==> src/rtl/riscv_wb.sv <==
// Writeback stage: retires ALU results directly and completes loads from the
// data-bus read response, with load alignment/extension and error reporting.
module riscv_wb #(
  parameter int unsigned LD_FUNCT_W = 3,
  parameter int unsigned TIMEOUT    = 64
) (
  input  logic                  clk,
  input  logic                  rstn,
  input  logic                  mem_wb_vld,
  output logic                  mem_wb_rdy,
  input  logic [LD_FUNCT_W-1:0] mem_wb_funct,
  input  logic [1:0]            mem_wb_baddr,
  input  logic [31:0]           mem_wb_data,
  input  logic [4:0]            mem_wb_rsd,
  input  logic                  data_bif_rvalid,
  input  logic [31:0]           data_bif_rdata,
  output logic                  rf_wen,
  output logic [4:0]            rf_waddr,
  output logic [31:0]           rf_wdata,
  output logic                  wb_pend_vld,
  output logic [4:0]            wb_pend_rsd,
  output logic                  err_misalign,
  output logic                  err_timeout,
  output logic                  err_spurious
);

  localparam int unsigned CNT_W = $clog2(TIMEOUT);

  localparam logic [LD_FUNCT_W-1:0] F_LB  = LD_FUNCT_W'(1);
  localparam logic [LD_FUNCT_W-1:0] F_LH  = LD_FUNCT_W'(2);
  localparam logic [LD_FUNCT_W-1:0] F_LW  = LD_FUNCT_W'(3);
  localparam logic [LD_FUNCT_W-1:0] F_LBU = LD_FUNCT_W'(4);
  localparam logic [LD_FUNCT_W-1:0] F_LHU = LD_FUNCT_W'(5);

  typedef enum logic {S_IDLE, S_WAIT} state_e;

  state_e                r_state, w_state_nxt;
  logic [CNT_W-1:0]      r_cnt, w_cnt_nxt;
  logic [LD_FUNCT_W-1:0] r_funct;
  logic [1:0]            r_baddr;
  logic [4:0]            r_rsd;
  logic                  r_wen, w_wen_nxt;
  logic [4:0]            r_waddr, w_waddr_nxt;
  logic [31:0]           r_wdata, w_wdata_nxt;
  logic                  r_mis, w_mis_nxt;
  logic                  r_to, w_to_nxt;
  logic                  r_spur, w_spur_nxt;
  logic                  w_latch;
  logic                  w_accept, w_is_load, w_misalign;
  logic [LD_FUNCT_W-1:0] w_sel_funct;
  logic [1:0]            w_sel_baddr;
  logic [4:0]            w_sel_rsd;
  logic [31:0]           w_shift_b, w_shift_h, w_ld_data;

  assign mem_wb_rdy   = (r_state == S_IDLE);
  assign wb_pend_vld  = (r_state == S_WAIT);
  assign wb_pend_rsd  = (r_state == S_WAIT) ? r_rsd : '0;
  assign rf_wen       = r_wen;
  assign rf_waddr     = r_waddr;
  assign rf_wdata     = r_wdata;
  assign err_misalign = r_mis;
  assign err_timeout  = r_to;
  assign err_spurious = r_spur;

  assign w_accept   = mem_wb_vld & (r_state == S_IDLE);
  assign w_is_load  = (mem_wb_funct >= F_LB) && (mem_wb_funct <= F_LHU);
  assign w_misalign = (((mem_wb_funct == F_LH) || (mem_wb_funct == F_LHU)) && mem_wb_baddr[0]) ||
                      ((mem_wb_funct == F_LW) && (mem_wb_baddr != 2'b00));

  // A same-cycle response in IDLE completes using the live inputs, not the latched copy.
  always_comb begin
    w_sel_funct = (r_state == S_IDLE) ? mem_wb_funct : r_funct;
    w_sel_baddr = (r_state == S_IDLE) ? mem_wb_baddr : r_baddr;
    w_sel_rsd   = (r_state == S_IDLE) ? mem_wb_rsd   : r_rsd;
    w_shift_b   = data_bif_rdata >> {w_sel_baddr, 3'b000};
    w_shift_h   = data_bif_rdata >> {w_sel_baddr[1], 4'b0000};
    case (w_sel_funct)
      F_LB:    w_ld_data = {{24{w_shift_b[7]}}, w_shift_b[7:0]};
      F_LBU:   w_ld_data = {24'b0, w_shift_b[7:0]};
      F_LH:    w_ld_data = {{16{w_shift_h[15]}}, w_shift_h[15:0]};
      F_LHU:   w_ld_data = {16'b0, w_shift_h[15:0]};
      default: w_ld_data = data_bif_rdata;
    endcase
  end

  always_comb begin
    w_state_nxt = r_state;
    w_cnt_nxt   = r_cnt;
    w_wen_nxt   = 1'b0;
    w_waddr_nxt = r_waddr;
    w_wdata_nxt = r_wdata;
    w_mis_nxt   = 1'b0;
    w_to_nxt    = 1'b0;
    w_spur_nxt  = r_spur;
    w_latch     = 1'b0;
    case (r_state)
      S_IDLE: begin
        if (w_accept) begin
          if (!w_is_load) begin
            w_wen_nxt   = (mem_wb_rsd != 5'd0);
            w_waddr_nxt = mem_wb_rsd;
            w_wdata_nxt = mem_wb_data;
          end else if (w_misalign) begin
            w_mis_nxt = 1'b1;
          end else if (data_bif_rvalid) begin
            w_wen_nxt   = (w_sel_rsd != 5'd0);
            w_waddr_nxt = w_sel_rsd;
            w_wdata_nxt = w_ld_data;
          end else begin
            w_latch     = 1'b1;
            w_cnt_nxt   = '0;
            w_state_nxt = S_WAIT;
          end
        end
        if (data_bif_rvalid && !(w_accept && w_is_load && !w_misalign))
          w_spur_nxt = 1'b1;
      end
      S_WAIT: begin
        w_cnt_nxt = r_cnt + CNT_W'(1);
        if (data_bif_rvalid) begin
          w_wen_nxt   = (w_sel_rsd != 5'd0);
          w_waddr_nxt = w_sel_rsd;
          w_wdata_nxt = w_ld_data;
          w_state_nxt = S_IDLE;
        end else if (r_cnt == CNT_W'(TIMEOUT - 1)) begin
          w_to_nxt    = 1'b1;
          w_state_nxt = S_IDLE;
        end
      end
      default: w_state_nxt = S_IDLE;
    endcase
  end

  always_ff @(posedge clk or negedge rstn) begin
    if (!rstn) begin
      r_state <= S_IDLE;
      r_cnt   <= '0;
      r_funct <= '0;
      r_baddr <= '0;
      r_rsd   <= '0;
      r_wen   <= 1'b0;
      r_waddr <= '0;
      r_wdata <= '0;
      r_mis   <= 1'b0;
      r_to    <= 1'b0;
      r_spur  <= 1'b0;
    end else begin
      r_state <= w_state_nxt;
      r_cnt   <= w_cnt_nxt;
      r_wen   <= w_wen_nxt;
      r_waddr <= w_waddr_nxt;
      r_wdata <= w_wdata_nxt;
      r_mis   <= w_mis_nxt;
      r_to    <= w_to_nxt;
      r_spur  <= w_spur_nxt;
      if (w_latch) begin
        r_funct <= mem_wb_funct;
        r_baddr <= mem_wb_baddr;
        r_rsd   <= mem_wb_rsd;
      end
    end
  end

endmodule
==> config.mk <==
export PLATFORM = sky130hd
export DESIGN_NAME = riscv_wb
export DESIGN_NICKNAME = d
export VERILOG_FILES = /design/src/rtl/riscv_wb.sv
export SDC_FILE = /design/constraint.sdc
export NUM_CORES = 1
export LEC_CHECK = 0
export CORE_ASPECT_RATIO = 1.4
export CORE_UTILIZATION = 40
export CTS_CLUSTER_SIZE = 10
export DETAILED_ROUTE_END_ITERATION = 10
export GPL_TIMING_DRIVEN = 0
export HOLD_SLACK_MARGIN = 0.06
export PLACE_DENSITY = 0.77
export SLEW_MARGIN = 20
export SYNTH_ARGS = -nofsm -noshare
export SYNTH_HDL_FRONTEND = slang
export SYNTH_SLANG_ARGS = --single-unit
==> constraint.sdc <==
create_clock -name clk -period 4.4 [get_ports clk]
set_input_delay 0.44 -clock clk [delete_from_list [all_inputs] [get_ports clk]]
set_output_delay 0.44 -clock clk [all_outputs]
set_load 0.01 [all_outputs]
==> results.json <==
{
  "outcome": "finished, final reports clean",
  "start_util_pct": 41.0,
  "synth_nets": 472,
  "timing.final.ws_setup_ps": 1480,
  "core_region_area_sq_mm": 0.00851,
  "setup_viol": 0,
  "worstMarginPinSlew_ps": 725,
  "worstHoldEndpoint": "r_baddr[0]",
  "clkPwrFrac_pct": 31.9,
  "reg2regPathDepth": 6,
  "rows": 40,
  "dp_hpwl_mm": 8.46,
  "drv_slew": 0,
  "n_antenna_cell": 0,
  "critPathRequiredTime_ps": 3960,
  "cts_tree": "built",
  "vdd_ir_drop_max_mv": 0.274,
  "gp_congestion": 0.861,
  "pre_cts_slack_ps": 1490,
  "drtIter0Drc": 279,
  "drt-pass1-iter-count": 5,
  "cts_buffers": 9,
  "yosys-top-cells-area": "dfrtp_1, nand2_1, a21oi_1, o22ai_1, o21ai_0",
  "combinationalPowerShare_pct": 34.3,
  "vias": 3760,
  "power.switching_uw": 689,
  "synthSimpleGateAreaFrac_pct": 16.7,
  "grt_pass1_wl_mm": 18.0,
  "hold_viol": 0,
  "clkSinkCount": 58,
  "syn-mean-instance-area_sq_um": 8.88,
  "yosysSeqAreaShare_pct": 41.6,
  "synth-seq-cells": 58,
  "grt-ovfl-total": 0,
  "post-synth-top-count-cell": "nand2_1",
  "skew_ps": 9.17,
  "cap_violations": 0,
  "clockBufferDepth": 2,
  "syn-cell-area_sq_mm": 0.00349,
  "wire_per_inst_microns": 18.2,
  "ant_nets": 0,
  "portBuffers": 122,
  "die_area_sq_mm": 0.00911,
  "yosys_warnings": 0,
  "grt_pass1_vias": 3697,
  "path_max_fanout": 10,
  "synthArstFlopShare_pct": 100,
  "worstReg2RegEnd": "rf_wdata[5]",
  "nFillCells": 774,
  "hp-class": "in2reg",
  "min_period_ps": 2920,
  "cts_resized": 0,
  "cellLeakagePower_nw": 2.08,
  "yosys-top-cells-count": "nand2_1, dfrtp_1, a21oi_1",
  "synth_cells": 393,
  "synth_area_leader_cell": "dfrtp_1",
  "die_h_microns": 113,
  "drive_gt1_share_pct": 7.69,
  "holdPathStages": 3,
  "htreeDepth": 3,
  "r2r_start": "wb_pend_vld",
  "cp-start-kind": "flop",
  "grt_max_degree": 58,
  "synth_top_family_by_area": "compound AO/OA/AOI/OAI gates",
  "clkSlewWorstSetupHoldPaths_ps": 50,
  "synthAdderAreaFrac_pct": 0.358,
  "ys.flop_type": "dfrtp_1",
  "netlist.area_leader.share_pct": 41.6,
  "cts_root_buf": "clkbuf_16",
  "rrSetupSlack_ps": 1860,
  "drcViolationCount": 0,
  "crit_type": "reg2out",
  "finalNetCount": 607,
  "routed_wirelength_mm": 11.6,
  "p_seq_share_pct": 33.8,
  "dieWidth_microns": 81.0,
  "internal-power_mw": 1.50,
  "finalCritPeriodShare_pct": 66.4,
  "antenna_found_initial": 0,
  "vias_per_cell": 5.89,
  "synth_edf_count": 0,
  "cp-end-kind": "primary output",
  "post_cts_buffers": 0,
  "synth_mux_area_share_pct": 5.73,
  "p_sw_share_pct": 31.4,
  "relSlewSlack_pct": 50.3,
  "min_from": "mem_wb_baddr[0]",
  "finalSetupTns_ps": 0,
  "final_util_pct": 60.8,
  "hold_buffers": 1,
  "clock.fmax_mhz": 342,
  "io_pins": 126,
  "synth_compound_area_share_pct": 30.3,
  "syn_to_final_growth_pct": 48.2,
  "rsz0062_at_grt": "no",
  "ys_types": 58,
  "synth-xor-area-share_pct": 0.502,
  "clk-insertion-delay-late_ps": 330,
  "power_density_mw_per_mm2": 424,
  "arrival_ps": 2480,
  "grt.total_usage_pct": 26.1
}
-- cell families (layout without fill, tap and decap cells) --
| group | Yosys count | after routing |
|---|---|---|
| xor gates and xnor gates | 2 | 2 |
| DFF | 58 | 58 |
| and+or+nand+nor | 120 | 120 |
| adders and majority gates | 1 | 1 |
| buffers and inverters | 37 | 177 |
| AOI/OAI and AO/OA | 158 | 158 |
| muxes | 17 | 17 |
-- sequential cells by signal (all words and copies together) (netlist names) --
register / flops
rf_wen: 1
r_funct: 3
err_timeout: 1
wb_pend_vld: 1
r_rsd: 5
r_cnt: 6
rf_wdata: 32
err_spurious: 1
err_misalign: 1
r_baddr: 2
rf_waddr: 5
-- power by group through the flow --
stage | clock network [mW] | registers (mW) | logic (mW)
after global placement | 0 | 0.742 | 0.723
final | 0.699 | 0.742 | 0.752
after floorplan | 0 | 0.780 | 0.334
after CTS | 0.705 | 0.741 | 0.751
after detailed placement | 0 | 0.749 | 0.744
after global routing | 0.736 | 0.756 | 0.812
-- area by class of cell --
| cell class | count | area [sq um] | share of cell area [%] |
|---|---|---|---|
| Tap cell | 105 | 131 | 2.54 |
| Multi-Input combinational cell | 298 | 1870 | 36.1 |
| Clock buffer | 11 | 243 | 4.69 |
| Sequential cell | 58 | 1450 | 28.0 |
| Clock inverter | 5 | 53.8 | 1.04 |
| Timing Repair Buffer | 124 | 1260 | 24.3 |
| Inverter | 9 | 33.8 | 0.653 |
| Buffer | 28 | 136 | 2.64 |
-- metal layers --
layer  vias up  wire length (microns)  GRT usage [%]
li1       1746                      -              -
met1      1806                   4480           29.5
met2       178                   5950           45.2
met3        30                    831           6.34
met4         0                    361           11.8
met5         -                      0              0
-- metrics by stage --
step	area, sq um	hold slack (ps)	total power, mW	std cells
3_5_place_dp	4870	240	1.49	621
4_1_cts	5170	435	2.20	638
5_1_grt	5170	444	2.30	638
6_report	5170	430	2.19	638
3_3_place_gp	4840	444	1.47	620
2_1_floorplan	3490	144	1.11	393
-- cell usage in the layout (no fill, tap or decap), types with 9 or more instances in the layout --
cell / count
a21oi_1: 39
o21a_1: 10
and2_1: 13
a2bb2oi_1: 10
o21ai_0: 23
buf_2: 10
mux2i_1: 11
a22oi_1: 9
clkdlybuf4s50_1: 121
nand2_1: 65
o22ai_1: 26
clkbuf_16: 9
clkbuf_1: 15
dfrtp_1: 58
-- worst max-delay path: stages (launching register included) --
cell and delay, ps:
dfrtp_1 380, buf_6 140, buf_2 220, buf_2 260, clkbuf_1 380, and2_1 220
clkdlybuf4s50_1 560
-- worst max-delay path by stage --
| stage | start | end | slack (ps) | cells after the start |
|---|---|---|---|---|
| global route | wb_pend_vld | wb_pend_rsd[1] | 1370 | 6 |
| floorplan | wb_pend_vld | rf_wdata[7] | 2270 | 6 |
| detailed placement | mem_wb_baddr[1] | rf_wdata[5] | 1490 | 6 |
| finish | wb_pend_vld | wb_pend_rsd[1] | 1480 | 6 |
| global placement | rstn | r_rsd[4] | 1050 | 1 |
| CTS | wb_pend_vld | wb_pend_rsd[1] | 1480 | 6 |
(Power assumes the default switching activity.)
